**src/rtl/icg_enable_ctrl.sv**
```systemverilog
// Enable controller for a latch+AND clock gate: wakes on request, acks after WAKE_CYC, closes after IDLE_CYC quiet cycles.
// Latency: E rises the edge after a wake is sampled, ACK WAKE_CYC edges later; no backpressure, REQ is a level held until ACK.
module icg_enable_ctrl #(
   parameter int NREQ     = 4,
   parameter int WAKE_CYC = 2,
   parameter int IDLE_CYC = 8,
   parameter int CW       = 16
) (
   input  logic            CLK,
   input  logic            RST,
   input  logic [NREQ-1:0] REQ,
   input  logic            BUSY,
   input  logic            FORCE,
   input  logic            CLR,
   output logic            E,
   output logic            ACK,
   output logic [1:0]      STATE,
   output logic [CW-1:0]   OFFCNT
);

   localparam int WW = (WAKE_CYC > 1) ? $clog2(WAKE_CYC) : 1;
   localparam int IW = (IDLE_CYC > 1) ? $clog2(IDLE_CYC) : 1;
   localparam logic [WW-1:0] W_LAST = WW'(WAKE_CYC - 1);
   localparam logic [IW-1:0] I_LAST = IW'(IDLE_CYC - 1);

   typedef enum logic [1:0] {
      S_OFF  = 2'd0,
      S_WAKE = 2'd1,
      S_ON   = 2'd2,
      S_IDLE = 2'd3
   } state_t;

   state_t          state_q, state_d;
   logic [WW-1:0]   wcnt_q, wcnt_d;
   logic [IW-1:0]   icnt_q, icnt_d;
   logic [CW-1:0]   offcnt_q, offcnt_d;
   logic            e_q, ack_q;
   logic            wake, quiet;

   assign wake  = (|REQ) | FORCE;
   assign quiet = ~wake & ~BUSY;

   always_comb begin
      state_d = state_q;
      wcnt_d  = wcnt_q;
      icnt_d  = icnt_q;
      case (state_q)
         S_OFF: begin
            if (wake) begin
               state_d = S_WAKE;
               wcnt_d  = '0;
            end
         end
         // wake phase always runs to completion, even if the request drops
         S_WAKE: begin
            if (wcnt_q == W_LAST) state_d = S_ON;
            else                  wcnt_d  = wcnt_q + 1'b1;
         end
         S_ON: begin
            if (quiet) begin
               state_d = S_IDLE;
               icnt_d  = '0;
            end
         end
         S_IDLE: begin
            if (!quiet) begin
               state_d = S_ON;
               icnt_d  = '0;
            end else if (icnt_q == I_LAST) begin
               state_d = S_OFF;
            end else begin
               icnt_d = icnt_q + 1'b1;
            end
         end
         default: state_d = S_OFF;
      endcase
   end

   always_comb begin
      offcnt_d = offcnt_q;
      if (CLR)
         offcnt_d = '0;
      else if (state_q == S_OFF && !(&offcnt_q))
         offcnt_d = offcnt_q + 1'b1;
   end

   // E/ACK registered from the next state so the ICG sees a clean flop output
   always_ff @(posedge CLK) begin
      if (RST) begin
         state_q  <= S_OFF;
         wcnt_q   <= '0;
         icnt_q   <= '0;
         offcnt_q <= '0;
         e_q      <= 1'b0;
         ack_q    <= 1'b0;
      end else begin
         state_q  <= state_d;
         wcnt_q   <= wcnt_d;
         icnt_q   <= icnt_d;
         offcnt_q <= offcnt_d;
         e_q      <= (state_d != S_OFF);
         ack_q    <= (state_d == S_ON) || (state_d == S_IDLE);
      end
   end

   assign E      = e_q;
   assign ACK    = ack_q;
   assign STATE  = state_q;
   assign OFFCNT = offcnt_q;

endmodule

```
**config.mk**
```make
export PLATFORM = sky130hd
export DESIGN_NAME = icg_enable_ctrl
export DESIGN_NICKNAME = d
export VERILOG_FILES = /design/src/rtl/icg_enable_ctrl.sv
export SDC_FILE = /design/constraint.sdc
export NUM_CORES = 1
export LEC_CHECK = 0
export ABC_CLOCK_PERIOD_IN_PS = 2800
export BUFFER_PORTS_ARGS = -buffer_cell sky130_fd_sc_hd__buf_2
export CORE_MARGIN = 1.5
export CORE_UTILIZATION = 47
export DETAILED_ROUTE_END_ITERATION = 8
export HOLD_SLACK_MARGIN = 0.06
export PLACE_DENSITY = 0.72
export REMOVE_ABC_BUFFERS = 1
export SLEW_MARGIN = 20
export SYNTH_ARGS = -nofsm -noshare
export SYNTH_HDL_FRONTEND = slang
export SYNTH_SLANG_ARGS = --single-unit
```
**constraint.sdc**
```tcl
create_clock -name CLK -period 2.8 [get_ports CLK]
set_input_delay 0.14 -clock CLK [delete_from_list [all_inputs] [get_ports CLK]]
set_output_delay 0.14 -clock CLK [all_outputs]
set_load 0.05 [all_outputs]
```
Yosys cells after proc, flatten, opt, wreduce, memory -nomap -nowiden. Index checks and enable logic that the tools add are counted.

Register bits: 24. Bits in latches: 0. Bits in writable memories: 0. ROM bits: 0. Input port bits: 9. Output and inout bits: 20. Word-level logic and storage cells: 47. Memories: 0.

Add/subtract/negate cells: 3. Multipliers: 0. Divide/modulo/power cells: 0. Magnitude comparators: 0. Equality and inequality tests: 9. Shift operators: 0. Mux-type cells: 13. Bitwise logic cells: 4. Reduce and logical (&&, ||, !) cells: 12.

Operators by type and width (number): 16-bit by 1-bit adder with 16-bit output (second input constant) (1); 16-bit AND reduction (1); 2-bit two-way mux (5); 3-bit two-way mux (3); 2-bit == test (second input constant) (4); 2-bit one-hot mux with 4 select lines (1); 3-bit one-hot mux with 2 select lines (1); 2-bit nonzero test (3); 2-bit != test (second input constant) (2); 4-bit OR reduction (1); 3-bit by 1-bit adder with 3-bit output (second input constant) (1); 3-bit == test (second input constant) (1); 3-bit != test (second input constant) (1); 3-bit AND reduction (1); 2-bit by 1-bit == test with 1-bit output (second input constant) (1); 2-bit zero test (1); 1-bit two-way mux (2); 1-bit NOT (2); 1-bit one-hot mux with 2 select lines (1); 2-bit AND reduction (1); 2-bit OR reduction (1); 1-bit adder (second input constant) (1); 1-bit AND (1); 1-bit logical AND (1); 3 further kinds (3).

Logic depth before layout (Yosys ltp). Gate-level depths: netlist of run 1.

Depth after elaboration: 8. Gate-level depth with buffers: 6.

Least setup slack after synthesis of run 1. Ideal clock, no wire load.

Kind: register -> register. Start point: register offcnt_q[0] (netlist: OFFCNT[0]). End point: register offcnt_q[7] (netlist: OFFCNT[7]). Setup time: 0.115 ns. Data arrival time: 1.989 ns. Data required time: 2.685 ns. Path slack: 0.697 ns. Cell stages (with the launch flop): 7. Path buffers: 1. Cell sequence: dfxtp_1 -> ha_1 -> nand4_1 -> o41ai_4 -> buf_2 -> nor4_1 -> o21a_1.

Cells in the longest elaborated chain, start to end: 3. Elaborated cells on any way between the ends: 4. Classes of those cells: add/sub: 1; reduce/logical: 3.

Ends and longest elaborated chain: start, declared (RTL line 36) `logic [CW-1:0] offcnt_q, offcnt_d;`; start signal, assigned (RTL line 100) `offcnt_q <= offcnt_d;`; branches (longest 3 deep; another with 16-bit by 1-bit adder with 16-bit output).

Several ways; the timed one is not identified. A chain may end at the register's enable or synchronous reset.

Worst setup path in the final report of run 1.
Start point: register offcnt_q[0] (netlist: OFFCNT[0]). End point: register offcnt_q[8] (netlist: OFFCNT[8]).

Same word-level chain as after synthesis.

==> flow_summary.toml, run 1 <==
[timing]
timing.final.crit_share = 0.724
period_needed_ns = 2.03
relSlewSlack = 0.470
tightest_slew_ns = 0.792
rsz0062_at_grt = "no"
finalHoldViolCount = 0
drv_slew = 0
fin_skew_ns = 0.000861
tns_ns = 0
finalSetupViolCount = 0
max_freq_mhz = 493

[finish]
layout_common_cells = "buf_2, dfxtp_1, a21oi_1, nand2_1, nand3_1"
fin_cells = 187
fillerInstances = 210
multi_input_area_um2 = 691
seq_area_um2 = 460
fin_nets = 172
areaGrowthSynthToFinish_pct = 15.4
antenna_cells = 0
final_util = 0.592
layout_commonest_cell = "buf_2"
drive_gt1_frac = 0.239

[logic_synthesis]
synth-seq-cells = 23
synth_area_um2 = 1180
ys_types = 43
syn_inst = 131
syn_avg_cell_area_um2 = 9.00
async_flop_share = 0
synth_ff_type = "dfxtp_1"
synth_warnings = 0
yosysSeqAreaShare = 0.391
synth_edf_count = 0

[route]
antenna_left = 0
wl_per_cell_um = 13.8
dr_total_vias = 1118
wirelength_um = 2580
firstDrtPassIters = 4
vias_per_cell = 5.98
drc = 0
drt_iter0_drc = 14

[cts]
clk_latency_ns = 0.30
cts_max_level = 1
numCtsBuffers = 3
root_buffer = "clkbuf_4"
cts_sinks = 23
cts_buffer_depth = 2
cts_setup_buffers = 0
hold_buffers = 0
clk_pin_slew_worst_paths_ns = 0.12
cts_resized = 0
cts_tree = "done"

[die]
die_w_um = 53.1
die_h_um = 53.1
initial_core_util = 0.513
pin_count = 29
dieArea_um2 = 2820
row_count = 17
core_um2 = 2300

[global_routing]
antenna_found_initial = 0
grt_pass1_vias = 992
track_usage = 0.200
grt_first_pass_wirelength_um = 4170
grt-ovfl-total = 0
grt_max_degree = 18

[pwr]
p_sw_frac = 0.271
cellPowerDensity_nw_per_um2 = 413
p_seq_frac = 0.612
combinationalPowerShare = 0.121
vdd_drop_max_v = 0.000364
p_sw_mw = 0.152
power_frac_clock = 0.267
leakage_nw = 0.548
p_int_mw = 0.410

[place]
gp_congestion = 0.819
io_buffer_count = 28
dp_hpwl_um = 1950
dp.cells = 183

[critical_path]
crit_fanout = 17
worstPathCellList = "ha_1 -> nand4_1 -> o41ai_4 -> o21ai_0 -> a21oi_1"
crit_required_ns = 3.04
cp_data_arrival_time_ns = 2.26
end_kind = "flip-flop"
slowest_stage = "o41ai_4"
critPathKind = "reg -> reg"
path_delay_family = "compound AO/OA/AOI/OAI gates"
startpoint_type = "flip-flop"
critPathMaxStageDelay_ns = 0.70
crit_buf_inv = 0
reg2reg_slack_ns = 0.77

[worst_hold_path]
min_path_type = "in -> reg"

[run_status]
status = "complete, no violations"

[run]
cap_violations = 0
metal layers:
layer,GRT usage,part of all wire,routed length [um],up-vias
met5,0,0,0,-
met4,0.115,0.021,53,0
met3,0.0282,0.038,97,6
met2,0.333,0.49,1260,27
met1,0.244,0.45,1160,518
li1,-,-,-,567
per-stage QoR:
stage / setup slack [ns] / hold WS, ns / power (mW) / area [um2]
after floorplan: 0.697 / 0.209 / 0.397 / 1160
after global placement: 0.926 / 0.417 / 0.416 / 1330
after detailed placement: 0.819 / 0.431 / 0.419 / 1330
after CTS: 0.781 / 0.0924 / 0.568 / 1360
after global routing: 0.544 / 0.109 / 0.588 / 1360
final: 0.773 / 0.107 / 0.562 / 1360
layout make-up:
cell class / count / share of cell area
clock buffers: 4 / 0.0193
inverters: 2 / 0.00552
multi-input cells: 102 / 0.508
flip-flops and latches: 23 / 0.339
well taps: 28 / 0.0258
repair buffers: 28 / 0.103
cells by family (layout without fill, tap and decap cells):
family | after synthesis | in the layout | share of synthesized area
fa+ha+maj | 3 | 3 | 0.0319
simple gates | 58 | 58 | 0.294
flops | 23 | 23 | 0.391
compound gates | 38 | 38 | 0.234
buf+inv | 6 | 34 | 0.0234
mux | 2 | 2 | 0.0191
xor+xnor | 1 | 1 | 0.00743
synth_stat cells, drive strengths merged (4+ instances only):
master	n	area, um2
a21oi	11	55.1
dfxtp	23	460
nand2	11	41.3
nand3	8	40.0
nand4	4	31.3
nor2	7	28.8
o21ai	8	40.0
or3	5	31.3
or4	6	48.8
worst paths after layout:
kind | startpoint | to | cells past startpoint
hold reg to reg | icnt_q[2]$_SDFFE_PP0P_ | icnt_q[2]$_SDFFE_PP0P_ | 1
hold / removal | RST | wcnt_q$_SDFFE_PP0P_ | 2
setup / recovery | OFFCNT[0]$_SDFFE_PP0P_ | OFFCNT[8]$_SDFFE_PP0P_ | 5
setup reg to reg | OFFCNT[0]$_SDFFE_PP0P_ | OFFCNT[8]$_SDFFE_PP0P_ | 5
registers in the layout (all words and copies together) (netlist names):
| name | cells |
|---|---|
| wcnt_q | 1 |
| E | 1 |
| icnt_q | 3 |
| STATE | 2 |
| OFFCNT | 16 |
power by group through the flow:
stage	Sequential, mW	Combinational (mW)	Clock, mW
detailed placement	0.351	0.0683	0
finish	0.344	0.0682	0.150
floorplan	0.368	0.0284	0
global placement	0.350	0.0667	0
CTS	0.344	0.0684	0.156
global route	0.345	0.0737	0.169
Note: power is estimated with default switching activity, not from simulation.
==> run 2, diff against run 1 <==
--- a/config.mk
+++ b/config.mk
@@ -5,13 +5,14 @@
 export SDC_FILE = /design/constraint.sdc
 export NUM_CORES = 1
 export LEC_CHECK = 0
-export ABC_CLOCK_PERIOD_IN_PS = 2800
+export ABC_AREA = 1
+export ABC_CLOCK_PERIOD_IN_PS = 1980
 export BUFFER_PORTS_ARGS = -buffer_cell sky130_fd_sc_hd__buf_2
 export CORE_MARGIN = 1.5
 export CORE_UTILIZATION = 47
 export DETAILED_ROUTE_END_ITERATION = 8
 export HOLD_SLACK_MARGIN = 0.06
-export PLACE_DENSITY = 0.72
+export PLACE_DENSITY = 0.7
 export REMOVE_ABC_BUFFERS = 1
 export SLEW_MARGIN = 20
 export SYNTH_ARGS = -nofsm -noshare
==> constraint.sdc (replaced) <==
create_clock -name CLK -period 1.98 [get_ports CLK]
set_input_delay 0.099 -clock CLK [delete_from_list [all_inputs] [get_ports CLK]]
set_output_delay 0.099 -clock CLK [all_outputs]
set_load 0.05 [all_outputs]
==> flow_summary.toml, run 2 <==
[pwr]
p_sw_mw = 0.516
p_sw_frac = 0.422
p_int_mw = 0.707
vdd_drop_max_v = 0.000546
p_seq_frac = 0.444
design_power_total_mw = 1.22
cellPowerDensity_nw_per_um2 = 772
combinationalPowerShare = 0.370
leakage_nw = 0.668
power_frac_clock = 0.186

[route]
wl_met2_um = 1330
wl_per_cell_um = 11.3
vias_per_cell = 5.03
drc = 0
firstDrtPassIters = 4
dr_total_vias = 1339
drt_iter0_drc = 38
antenna_left = 0
top_layer_used = "met4"
wirelength_um = 3000
drt-met1-wl_um = 1550
wl_met3_um = 94

[logic_synthesis]
synth-seq-cells = 23
netlist_top_cells_area = "dfxtp_1, nand2_1, nor2_1, a21oi_2, inv_1"
synth_warnings = 0
synth_area_um2 = 1380
yosysMostFrequentCell = "nand2_1"
yosysTopAreaCellShare = 0.335
syn_inst = 204
synth_largest_area_cell = "dfxtp_1"
async_flop_share = 0
yosysSeqAreaShare = 0.335
synth_ff_type = "dfxtp_1"
synth_edf_count = 0
ys_types = 26
synth_commonest_cells = "nand2_1, nor2_1, dfxtp_1"
syn_avg_cell_area_um2 = 6.74

[finish]
layout_common_cells = "nand2_1, buf_2, nor2_1"
layout_commonest_cell = "nand2_1"
antenna_cells = 0
fin_nets = 248
final_area_um2 = 1580
drive_gt1_frac = 0.238
areaGrowthSynthToFinish_pct = 15.2
largest_reg_flops = 16

[place]
dp_hpwl_um = 2230
io_buffer_count = 28
dpl-instance-area_um2 = 1530
gp_congestion = 0.846

[critical_path]
crit_fanout = 13
startpoint_type = "flip-flop"
slowest_stage = "dfxtp_1"
cp_data_arrival_time_ns = 1.95
crit_required_ns = 2.24
critPathKind = "reg -> reg"
end_kind = "flip-flop"
worstPathCellList = "ha_1 -> nand3_2 -> inv_2 -> nand2_2 -> o21ai_4 -> nand2_1 -> a21oi_2"
critPathMaxStageDelay_ns = 0.45

[cts]
cts_buffer_depth = 2
numCtsBuffers = 3
clk_pin_slew_worst_paths_ns = 0.13
cts_setup_buffers = 0
cts_sinks = 23
root_buffer = "clkbuf_4"
cts_tree = "done"
cts_max_level = 1
clk_latency_ns = 0.32

[timing]
period_needed_ns = 1.69
finalSetupViolCount = 0
tightest_slew_ns = 0.618
timing.final.crit_share = 0.854
finalHoldViolCount = 0
relSlewSlack = 0.587
max_freq_mhz = 592
drv_slew = 0
rsz0062_at_grt = "no"
tns_ns = 0
fin_skew_ns = 0.00355

[die]
die_w_um = 57.1
dieArea_um2 = 3260
core_um2 = 2760
initial_core_util = 0.499
die_h_um = 57.1
row_count = 19
pin_count = 29

[worst_hold_path]
min_path_type = "in -> reg"

[run_status]
status = "complete, no violations"

[global_routing]
track_usage = 0.212
grt_max_degree = 15
grt_pass1_vias = 1285
grt-ovfl-total = 0
antenna_found_initial = 0
grt_first_pass_wirelength_um = 5530

[run]
cap_violations = 0
[run 2: cell types whose count changed in the layout (fill, tap and decap cells not counted), moves of 4 or more]
cell / delta
a21oi_2: +10
or4_1: -5
inv_1: +19
or3_1: -5
nor2_1: +20
nand2_2: +6
a21oi_1: -4
nand4_1: +6
o21ai_1: -6
nand2_1: +50
o21ai_0: +4
[run 2: logic make-up (layout without fill, tap and decap cells)]
| family | Yosys count | count (layout) | synth area share |
|---|---|---|---|
| xor+xnor | 6 | 6 | 0.0382 |
| buf+inv | 26 | 57 | 0.0819 |
| fa+ha+maj | 3 | 3 | 0.0273 |
| flops | 23 | 23 | 0.335 |
| compound gates | 27 | 27 | 0.138 |
| simple gates | 119 | 119 | 0.379 |
[run 2: path summary, 6_finish.rpt]
path / startpoint / to / slack [ns] / cells past startpoint
setup / recovery: OFFCNT[0]$_SDFFE_PP0P_ / OFFCNT[5]$_SDFFE_PP0P_ / 0.29 / 7
hold / removal: BUSY / icnt_q[2]$_SDFFE_PP0P_ / 0.18 / 6
setup reg to reg: OFFCNT[0]$_SDFFE_PP0P_ / OFFCNT[5]$_SDFFE_PP0P_ / 0.29 / 7
hold reg to reg: wcnt_q$_SDFFE_PP0P_ / wcnt_q$_SDFFE_PP0P_ / 0.48 / 2
[run 2: power by group through the flow]
| stage | combinational (mW) | sequential (mW) | clock, mW |
|---|---|---|---|
| finish | 0.452 | 0.543 | 0.228 |
| global route | 0.501 | 0.551 | 0.256 |
| CTS | 0.446 | 0.542 | 0.234 |
| detailed placement | 0.444 | 0.552 | 0 |
| global placement | 0.439 | 0.551 | 0 |
| floorplan | 0.222 | 0.654 | 0 |
[run 2: layout make-up]
class / instances / area, um2
timing repair buffer: 31 / 168
clock inverter: 1 / 5.00
clock buffer: 3 / 22.5
tap: 31 / 38.8
sequential: 23 / 460
inverter: 22 / 82.6
multi-input combinational: 155 / 807
fill: 279 / 1170
[run 2: worst max-delay path: cells and delay by family (launching register included)]
family                     cells  cell delay [ns]
and+or+nand+nor                3             0.32
buffers and inverters          1             0.09
AOI/OAI and AO/OA              2             0.54
adders and majority gates      1             0.23
DFF                            1             0.45
[run 2: metal layers]
layer,GRT usage,up-vias
li1,-,717
met1,0.286,599
met2,0.351,19
met3,0.0408,4
met4,0.0498,0
met5,0,-
[run 2: timing repair]
| action | 4_1_cts | 5_1_grt |
|---|---|---|
| hold buffers | 2 | 0 |
| endpoints found under the hold margin | 4 | 0 |
| gates resized for setup | 0 | 1 |
| endpoints found under the setup margin | 0 | 1 |
[run 2: through the flow]
| step | setup WS, ns | instances | utilization | hold WS (ns) |
|---|---|---|---|---|
| after floorplan | 0.108 | 200 | - | 0.168 |
| after global placement | 0.262 | 260 | 0.555 | 0.321 |
| after detailed placement | 0.216 | 260 | 0.555 | 0.318 |
| after CTS | 0.183 | 266 | 0.573 | 0.173 |
| after global routing | 0.102 | 266 | 0.574 | 0.197 |
| final | 0.290 | 266 | 0.574 | 0.178 |
==> run 3, diff against run 2 <==
--- a/config.mk
+++ b/config.mk
@@ -8,6 +8,7 @@
 export ABC_AREA = 1
 export ABC_CLOCK_PERIOD_IN_PS = 1980
 export BUFFER_PORTS_ARGS = -buffer_cell sky130_fd_sc_hd__buf_2
+export CORE_ASPECT_RATIO = 1.1
 export CORE_MARGIN = 1.5
 export CORE_UTILIZATION = 47
 export DETAILED_ROUTE_END_ITERATION = 8
==> flow_summary.toml, run 3 (same netlist as run 2, synthesis figures left out) <==
[run_status]
status = "complete, no violations"

[finish]
seq_area_um2 = 460
drive_gt1_frac = 0.234
areaGrowthSynthToFinish_pct = 15.3
antenna_cells = 0
layout_commonest_cell = "nand2_1"
fillerInstances = 292
fin_nets = 248
largest_reg_flops = 16
layout_common_cells = "nand2_1, buf_2, nor2_1"
final_util = 0.571
multi_input_area_um2 = 807

[route]
wirelength_um = 2910
drc = 0
antenna_left = 0
dr_total_vias = 1355
wl_per_cell_um = 10.9
firstDrtPassIters = 4
vias_per_cell = 5.06
drt_iter0_drc = 23

[global_routing]
track_usage = 0.202
grt_first_pass_wirelength_um = 4900
antenna_found_initial = 0
grt_pass1_vias = 1197
grt-ovfl-total = 0
grt_max_degree = 15

[critical_path]
crit_buf_inv = 1
end_kind = "flip-flop"
cp_data_arrival_time_ns = 1.94
critPathMaxStageDelay_ns = 0.45
crit_fanout = 13
path_delay_family = "compound AO/OA/AOI/OAI gates"
critPathKind = "reg -> reg"
crit_required_ns = 2.23
worstPathCellList = "ha_1 -> nand3_2 -> inv_2 -> nand2_2 -> o21ai_4 -> nand2_1 -> a21oi_2"
startpoint_type = "flip-flop"
slowest_stage = "dfxtp_1"

[place]
gp_congestion = 0.787
dp_hpwl_um = 2250
io_buffer_count = 28

[cts]
cts_buffer_depth = 2
clk_pin_slew_worst_paths_ns = 0.12
root_buffer = "clkbuf_4"
cts_tree = "done"
cts_setup_buffers = 0
numCtsBuffers = 3
cts_sinks = 23
cts_max_level = 1
clk_latency_ns = 0.31

[pwr]
leakage_nw = 0.665
cellPowerDensity_nw_per_um2 = 757
vdd_drop_max_v = 0.000593

[worst_hold_path]
min_path_type = "in -> reg"

[timing]
tightest_slew_ns = 0.612
period_needed_ns = 1.69
drv_slew = 0
finalHoldViolCount = 0
tns_ns = 0
fin_skew_ns = 0.00303
max_freq_mhz = 591
finalSetupViolCount = 0
timing.final.crit_share = 0.854
rsz0062_at_grt = "no"
relSlewSlack = 0.591

[die]
dieArea_um2 = 3260
row_count = 20
die_w_um = 54.6
initial_core_util = 0.495
pin_count = 29
core_um2 = 2780
die_h_um = 59.7

[run]
cap_violations = 0
run 3: changes by cell type in the layout (fill, tap and decap cells not counted), sizes merged:
cell and change:
clkbuf +1, clkinv -1
run 3: worst min-delay path, stage by stage:
cell and delay, ns:
buf_2 0.07, nor2_1 0.04, nand3_1 0.08, nand2_1 0.07, nand2_1 0.05, a21oi_1 0.05
run 3: per-stage QoR:
stage	std cells	instance area [um2]	setup slack (ns)	power [mW]	hold WS, ns
finish	268	1590	0.289	1.20	0.191
global route	268	1590	0.126	1.29	0.216
CTS	268	1580	0.186	1.21	0.189
detailed placement	262	1530	0.210	0.992	0.320
global placement	262	1530	0.271	0.990	0.318
floorplan	200	1350	0.108	0.876	0.168
run 3: worst paths after layout:
| path | start | end | slack (ns) | cells past startpoint |
|---|---|---|---|---|
| setup / recovery | OFFCNT[0]$_SDFFE_PP0P_ | OFFCNT[2]$_SDFFE_PP0P_ | 0.29 | 7 |
| hold / removal | REQ[0] | wcnt_q$_SDFFE_PP0P_ | 0.19 | 6 |
| setup reg to reg | OFFCNT[0]$_SDFFE_PP0P_ | OFFCNT[2]$_SDFFE_PP0P_ | 0.29 | 7 |
| hold reg to reg | wcnt_q$_SDFFE_PP0P_ | wcnt_q$_SDFFE_PP0P_ | 0.48 | 2 |
run 3: layout make-up:
class | instances | share of cell area
multi-input combinational | 155 | 0.509
sequential | 23 | 0.290
timing repair buffer | 31 | 0.106
inverter | 22 | 0.0521
tap | 33 | 0.0260
clock buffer | 4 | 0.0166
run 3: routing by layer:
| metal | up-vias | global-route usage | part of all wire |
|---|---|---|---|
| met5 | - | 0 | 0 |
| met4 | 0 | 0.0750 | 0.015 |
| met3 | 5 | 0.0225 | 0.042 |
| met2 | 31 | 0.361 | 0.49 |
| met1 | 599 | 0.241 | 0.45 |
| li1 | 720 | - | - |
run 3: where the power goes:
part / internal (mW) / switching [mW] / total (mW)
combinational: 0.126 / 0.316 / 0.442
clock: 0.0786 / 0.135 / 0.213
sequential: 0.506 / 0.0392 / 0.545
run 3: repair_timing:
item,in CTS,in global routing
hold buffers,2,0
setup endpoints to repair,0,1
resized for setup,0,1
endpoints found under the hold margin,4,0
